$ cat config.mk
export PLATFORM = sky130hd
export DESIGN_NAME = hamming_secded_codec
export DESIGN_NICKNAME = d
export VERILOG_FILES = /design/src/rtl/hamming_secded_codec.sv
export SDC_FILE = /design/constraint.sdc
export NUM_CORES = 1
export LEC_CHECK = 0
export ABC_AREA = 1
export CAP_MARGIN = 20
export CORE_UTILIZATION = 52
export DETAILED_ROUTE_END_ITERATION = 10
export PLACE_DENSITY = 0.79
export SLEW_MARGIN = 25
export SYNTH_ARGS = -nofsm -noshare
export SYNTH_HDL_FRONTEND = slang
export SYNTH_SLANG_ARGS = --single-unit
$ cat constraint.sdc
create_clock -name clk -period 1.6 [get_ports clk]
set_input_delay 0.24 -clock clk [delete_from_list [all_inputs] [get_ports clk]]
set_output_delay 0.24 -clock clk [all_outputs]
set_load 0.01 [all_outputs]
$ cat src/rtl/hamming_secded_codec.sv
`timescale 1ns/1ps
`default_nettype none
// ============================================================================
// Module   : hamming_secded_codec
// Purpose  : Parametrised Hamming(K+R,K) encoder/decoder, optional SECDED bit,
//            2-stage valid/ready pipeline with saturating error counters.
// Revision : 1.0  initial release
// ============================================================================
module hamming_secded_codec #(
    parameter int K     = 4,
    parameter int R     = 3,
    parameter int EXT   = 0,
    parameter int CNT_W = 8
) (
    input  logic                 clk,
    input  logic                 reset,
    input  logic                 mode,
    input  logic                 in_valid,
    output logic                 in_ready,
    input  logic [K+R+EXT-1:0]   in_data,
    output logic                 out_valid,
    input  logic                 out_ready,
    output logic [K+R+EXT-1:0]   out_data,
    output logic                 out_corrected,
    output logic                 out_uncorrectable,
    input  logic                 clear_counts,
    output logic [CNT_W-1:0]     corr_count,
    output logic [CNT_W-1:0]     uncorr_count
);

    localparam int               N         = K + R + EXT;
    localparam int               M         = K + R;
    localparam logic             C_EXT     = (EXT != 0);
    localparam logic [CNT_W-1:0] C_CNT_MAX = '1;

    generate
        if (((2 ** R) < (M + 1)) || ((2 ** (R - 1)) > M)) begin : g_bad_params
            $error("hamming_secded_codec: R=%0d check bits do not fit K=%0d", R, K);
        end
    endgenerate

    // Data bits occupy the non-power-of-two Hamming positions in ascending order.
    function automatic logic [M-1:0] place_data(input logic [K-1:0] d);
        logic [M-1:0] hw;
        int           k;
        hw = '0;
        k  = 0;
        for (int p = 1; p <= M; p++) begin
            if ((p & (p - 1)) != 0) begin
                hw[p-1] = d[k];
                k++;
            end
        end
        return hw;
    endfunction

    function automatic logic [K-1:0] extract_data(input logic [M-1:0] hw);
        logic [K-1:0] d;
        int           k;
        d = '0;
        k = 0;
        for (int p = 1; p <= M; p++) begin
            if ((p & (p - 1)) != 0) begin
                d[k] = hw[p-1];
                k++;
            end
        end
        return d;
    endfunction

    function automatic logic [R-1:0] syndrome(input logic [M-1:0] hw);
        logic [R-1:0] s;
        s = '0;
        for (int p = 1; p <= M; p++) begin
            if (hw[p-1]) begin
                s = s ^ R'(p);
            end
        end
        return s;
    endfunction

    logic             w_s2_adv;
    logic             w_s1_adv;
    logic [M-1:0]     w_s1_hw;
    logic [R-1:0]     w_s1_syn;
    logic             w_s1_par;

    logic             r_s1_valid;
    logic             r_s1_mode;
    logic [M-1:0]     r_s1_hw;
    logic [R-1:0]     r_s1_syn;
    logic             r_s1_par;

    logic [M-1:0]     w_cw;
    logic [N-1:0]     w_enc;
    logic             w_in_range;
    logic             w_corr;
    logic             w_uncorr;
    logic [M-1:0]     w_fix;
    logic [N-1:0]     w_s2_data;

    logic             r_s2_valid;
    logic [N-1:0]     r_out_data;
    logic             r_out_corr;
    logic             r_out_uncorr;
    logic [CNT_W-1:0] r_corr_count;
    logic [CNT_W-1:0] r_uncorr_count;

    assign w_s2_adv = !r_s2_valid || out_ready;
    assign w_s1_adv = !r_s1_valid || w_s2_adv;

    // With check bits zeroed, the syndrome of the placed data equals the check bits.
    assign w_s1_hw  = mode ? in_data[M-1:0] : place_data(in_data[K-1:0]);
    assign w_s1_syn = syndrome(w_s1_hw);
    assign w_s1_par = ^in_data;

    always_ff @(posedge clk or posedge reset) begin
        if (reset) begin
            r_s1_valid <= 1'b0;
            r_s1_mode  <= 1'b0;
            r_s1_hw    <= '0;
            r_s1_syn   <= '0;
            r_s1_par   <= 1'b0;
        end else if (w_s1_adv) begin
            r_s1_valid <= in_valid;
            if (in_valid) begin
                r_s1_mode <= mode;
                r_s1_hw   <= w_s1_hw;
                r_s1_syn  <= w_s1_syn;
                r_s1_par  <= w_s1_par;
            end
        end
    end

    always_comb begin
        w_cw = r_s1_hw;
        for (int j = 0; j < R; j++) begin
            w_cw[(1 << j) - 1] = r_s1_syn[j];
        end
        // Without the extension bit the cast drops the parity bit again.
        w_enc      = N'({^w_cw, w_cw});
        w_in_range = (r_s1_syn <= R'(M));
        if (C_EXT) begin
            w_corr   = r_s1_par && w_in_range;
            w_uncorr = (!r_s1_par && (r_s1_syn != '0)) || (r_s1_par && !w_in_range);
        end else begin
            w_corr   = (r_s1_syn != '0) && w_in_range;
            w_uncorr = (r_s1_syn != '0) && !w_in_range;
        end
        w_fix = r_s1_hw;
        for (int p = 1; p <= M; p++) begin
            if (w_corr && (r_s1_syn == R'(p))) begin
                w_fix[p-1] = ~r_s1_hw[p-1];
            end
        end
        w_s2_data = r_s1_mode ? N'(extract_data(w_fix)) : w_enc;
    end

    always_ff @(posedge clk or posedge reset) begin
        if (reset) begin
            r_s2_valid   <= 1'b0;
            r_out_data   <= '0;
            r_out_corr   <= 1'b0;
            r_out_uncorr <= 1'b0;
        end else if (w_s2_adv) begin
            r_s2_valid <= r_s1_valid;
            if (r_s1_valid) begin
                r_out_data   <= w_s2_data;
                r_out_corr   <= r_s1_mode && w_corr;
                r_out_uncorr <= r_s1_mode && w_uncorr;
            end
        end
    end

    always_ff @(posedge clk or posedge reset) begin
        if (reset) begin
            r_corr_count   <= '0;
            r_uncorr_count <= '0;
        end else if (clear_counts) begin
            r_corr_count   <= '0;
            r_uncorr_count <= '0;
        end else if (r_s2_valid && out_ready) begin
            if (r_out_corr && (r_corr_count != C_CNT_MAX)) begin
                r_corr_count <= r_corr_count + 1'b1;
            end
            if (r_out_uncorr && (r_uncorr_count != C_CNT_MAX)) begin
                r_uncorr_count <= r_uncorr_count + 1'b1;
            end
        end
    end

    assign in_ready          = w_s1_adv;
    assign out_valid         = r_s2_valid;
    assign out_data          = r_out_data;
    assign out_corrected     = r_out_corr;
    assign out_uncorrectable = r_out_uncorr;
    assign corr_count        = r_corr_count;
    assign uncorr_count      = r_uncorr_count;

endmodule
`default_nettype wire

# [After elaboration in Yosys (flattened, before gate mapping)]
# Index checks and enable logic that the tools add are counted.
# Widths: inputs -> output; s select.
[word_totals] reg_bits=38 in_bits=13 output_inout_bits=27 word_cells=72
[op_classes] n_addsub=2 magnitude_cmp=1 n_eq_ne=6 mux=19 bitwise=10 reduce_logical=24
[op_table] cell="$mux 8" count=6
[op_table] cell="$add 8x1->8 const B" count=2
[op_table] cell="$ne 8x8->1 const B" count=2
[op_table] cell="$mux 7" count=2
[op_table] cell="$mux 3" count=4
[op_table] cell="$logic_and 1x1->1" count=11
[op_table] cell="$eq 3x3->1 const B" count=3
[op_table] cell="$reduce_and 2->1" count=4
[op_table] cell="$not 2->2" count=3
[op_table] cell="$reduce_bool 2->1" count=3
[op_table] cell="$mux 1" count=5
[op_table] cell="$mux 2" count=2
[op_table] cell="$not 1->1" count=4
[op_table] cell="$eq 3x2->1 const B" count=1
[op_table] cell="$le 3x3->1 const B" count=1
[op_table] cell="$logic_not 1->1" count=3
[op_table] cell="$not 3->3" count=1
[op_table] cell="$reduce_bool 3->1" count=1
[op_table] cell="$logic_or 1x1->1" count=2
[op_table] cell="$not 1->1 const A" count=2

# [Logic depth before layout (Yosys ltp)]
# Gate-level depths: netlist of the first run.
[depth] ltp_word=12 ltp_mapped=9 mapped_depth_nobuf=8

# [Worst setup path before layout of the first run]
# Ideal clock, no wire load.
[synth_timing] path_kind="reg-to-reg" from="register r_corr_count[0], in the netlist corr_count[0]" to="register r_corr_count[2], in the netlist corr_count[2]" setup_time_ns=0.132 t_arrival_ns=1.241 t_required_ns=1.468 setup_slack_ns=0.228 path_stages_with_launch=10 path_buffers=1 period_less_slack_ns=1.372 cell_sequence="dfrtp_1 -> ha_1 -> nand2_2 -> nor2_4 -> nand2_2 -> buf_6 -> nand3_1 -> nand2_1 -> nand2_1 -> nor2_1"
[synth_between] elab_chain_cells=4 word_cells_on_any_way=8 classes_between="add/sub (1); eq/ne (1); mux (3); reduce/logical (3)"
[synth_lines] element="from (decl)" line="106" source="logic [CNT_W-1:0] r_corr_count;"
[synth_lines] element="from (signal assigned)" line="184" source="r_corr_count <= r_corr_count + 1'b1;"
[synth_lines] element="$add 8x1->8 or $ne 8x8->1 (tied branches)" line="184, 183"
[synth_lines] element="$mux 8 or $logic_and 1x1->1 (tied branches)" line="183" source="if (r_out_corr && (r_corr_count != C_CNT_MAX)) begin"
[synth_lines] element="$mux 8 or $reduce_bool 2->1 (tied branches)"
[synth_lines] element="$mux 8 or $reduce_and 2->1 (tied branches)"
# Several ways; a longest one is shown, not always the timed one. The select of a mux whose other input is x is not followed.
# A chain may end at the register's enable or synchronous reset.

# [Worst setup path after layout of the first run]
[layout_timing] from="register r_uncorr_count[4], in the netlist uncorr_count[4]" to="output port uncorr_count[4]"
[layout_rtl] element="from (decl)" line="107" source="logic [CNT_W-1:0] r_uncorr_count;"
[layout_rtl] element="from (signal assigned)" line="187" source="r_uncorr_count <= r_uncorr_count + 1'b1;"
[layout_rtl] element="to (decl)" line="28" source="output logic [CNT_W-1:0] uncorr_count"
# No word-level cell between the ends.

==> reports/metrics.cfg, run 1 <==
[outcome]
status = complete, no violations

[finish]
diodes = 0
layout-drive-gt1-share_pct = 11.5
final_cell_mix = 107 x nand2_1, 41 x inv_1, 38 x clkdlybuf4s50_1
fin_cells = 406
nets = 372
area_growth_pct = 30.6
layout.cells.most_common = nand2_1
postLayoutCellArea_sq_um = 2760
utilization_pct = 73.3

[critical_path]
cp_slowest_stage_delay_ns = 0.56
cp_slowest_cell = clkdlybuf4s50_1
critPathMaxFanout = 5
start_kind = flip-flop
r2r-start = uncorr_count[0]
path_class = flip-flop to output pin
end_kind = output pin
cp_cell_sequence = clkdlybuf4s50_1
reg2reg_to = uncorr_count[7]
critPathBufInv = 1
crit_family = buffers and inverters
worst_ep_required_time_ns = 1.36
ff2ff_path_depth = 8
r2r_slack_ns = 0.14
critPathArrivalTime_ns = 1.28

[sta]
max_slew_margin_pct = 70.5
rsz0062_at_grt = false
setup_viol = 0
min_period_over_period_pct = 94.9
tightest_slew_ns = 0.442
finalMaxSlewViolations = 0
skew_ns = 0.0140
hold_viol = 0
fin_crit_ns = 1.52
fmax_mhz = 659

[synth]
synth-seq-cells = 35
synth_xor_area_share_pct = 0.414
netlist_instances = 303
synthMuxAreaShare_pct = 0
synthAdderAreaFrac_pct = 1.18
syn_area_sq_um = 2120
synth-simple-area-share_pct = 39.9
synth_top_family_by_area = simple AND/OR/NAND/NOR gates
ys_warn_count = 0
synth_compound_area_share_pct = 6.33
synth_nets = 318
ys_types = 29
syn_area_per_cell_sq_um = 6.98
ys_seq_area_share_pct = 41.4

[detailed_routing]
first_iter_violations = 188
routed_via_density = 4.99
wl_mm = 4.56
drtPass1Iterations = 4
vias = 2025
antenna_left = 0
wire_per_inst_um = 11.2
drcViolationCount = 0

[clock_network]
cts_setup_buffers = 0
cts_tree = built
cts.path.max_buffers = 2
worstSkewPairLatency_ns = 0.29
clock-sinks = 35
cts-buffers-inserted = 5
cts_hold_buf = 0
cts.repair.resized = 1
root_buffer = clkbuf_8
htreeDepth = 2
path_clk_slew_ns = 0.08

[floorplan]
start_util_pct = 56.1
io_pins = 40
chipWidth_um = 65.8
core_sq_um = 3770
fp-row-count = 22
die_h_um = 65.8
die_area_sq_um = 4330

[placed_design]
dpl.hpwl_mm = 3.40
postPlaceCellArea_sq_um = 2620
globalplace.congestion = 0.826
dp_cells = 398
port_buffers = 39

[global_route]
antenna_found_initial = 0
grt_usage_pct = 24.1
grt_overflow = 0
grt_max_degree = 36
grt_pass1_vias = 1892
grt_pass1_wl_mm = 7.89

[power]
internal_power_uw = 1930
power_density_nw_per_um2 = 964
switching_power_uw = 737
p_leak_uw = 0.00137
peakVddDrop_mv = 0.871
clockPowerShare_pct = 35.7
p_seq_share_pct = 41.2
finalPower_uw = 2660
switching_share_pct = 27.7
p_comb_share_pct = 23.1

[job]
drv_cap = 0

[min_path]
hold_class = input pin to async pin

-- routing by layer --
layer	part of all wire, %	vias up	global-route usage (%)
met3	3.9	5	4.66
met1	43	920	26.9
met4	1.5	0	10.3
li1	-	1063	-
met2	52	37	43.8
met5	0	-	0
-- through the flow --
stage / setup TNS, ns / setup slack (ns) / hold slack (ns)
finish: 0 / 0.0822 / 0.356
global route: 0 / 0.0191 / 0.399
CTS: 0 / 0.0460 / 0.371
detailed placement: -0.162 / -0.162 / 0.475
global placement: -0.152 / -0.152 / 0.466
floorplan: 0 / 0.228 / 0.303
-- registers in the layout, indices dropped and copies added (netlist names) --
signal             cells
corr_count             8
out_uncorrectable      1
out_valid              1
r_s1_hw                4
out_data               7
r_s1_mode              1
out_corrected          1
r_s1_syn               3
uncorr_count           8
r_s1_valid             1
-- layout make-up --
class	instances	area, sq um
fill	300	1010
clock buffer	6	72.6
multi-input combinational	217	1020
sequential	35	878
timing repair buffer	56	517
tap	48	60.1
clock inverter	2	60.1
inverter	42	158
-- power by group through the flow --
stage | Combinational [uW] | Clock (uW) | Sequential (uW)
after floorplan | 308 | 0 | 1130
after global placement | 608 | 0 | 1110
after detailed placement | 621 | 0 | 1120
after CTS | 625 | 957 | 1100
after global routing | 693 | 996 | 1120
final | 616 | 950 | 1100
-- synthesized netlist by cell type, drive strengths merged --
| library cell | count | area, sq um |
|---|---|---|
| nand2 | 112 | 433 |
| inv | 42 | 158 |
| dfrtp | 35 | 876 |
| nor2 | 33 | 156 |
| nand3 | 28 | 140 |
| nand4 | 11 | 75.1 |
| o21ai | 11 | 55.1 |
| a21oi | 8 | 43.8 |
| buf | 8 | 67.6 |
| nor3 | 4 | 25.0 |
| ha | 2 | 25.0 |
| o31ai | 2 | 15.0 |
| a31oi | 1 | 6.26 |
| clkbuf | 1 | 3.75 |
| nand3b | 1 | 7.51 |
| o211ai | 1 | 7.51 |
| o22ai | 1 | 6.26 |
| or2 | 1 | 6.26 |
| xnor2 | 1 | 8.76 |
-- worst reg2reg max path, cell delays in order (launching register included) --
cell	delay, ns
dfrtp_2	0.43
ha_1	0.24
nand2_2	0.12
nor2_4	0.05
nand2_2	0.18
nand2_1	0.13
nor2_1	0.12
nor2_1	0.05
nor2_1	0.09
-- cells by family (layout without fill, tap and decap cells) --
group / count (synthesis) / after routing
adder cells (fa/ha/maj): 2 / 2
AO/OA/AOI/OAI: 24 / 24
buffers and inverters: 51 / 106
flip-flops: 35 / 35
XOR/XNOR: 1 / 1
AND/OR/NAND/NOR: 190 / 190
-- how the worst max path moves through the flow --
stage                         start         endpoint  depth (start not counted)
finish              uncorr_count[4]  uncorr_count[4]                          1
global route        uncorr_count[1]  uncorr_count[0]                          7
CTS                   corr_count[2]    corr_count[2]                          1
detailed placement        out_ready         in_ready                          4
global placement          out_ready         in_ready                          4
floorplan             corr_count[0]    corr_count[2]                          9
(Power assumes the default switching activity.)
==> run 2: changes to the inputs <==
--- a/config.mk
+++ b/config.mk
@@ -8,6 +8,7 @@
 export ABC_AREA = 1
 export CAP_MARGIN = 20
 export CORE_UTILIZATION = 52
+export CTS_CLUSTER_SIZE = 14
 export DETAILED_ROUTE_END_ITERATION = 10
 export PLACE_DENSITY = 0.79
 export SLEW_MARGIN = 25
==> results of run 2 <==
Final layout, timing and power as in run 1 (identical DEF).
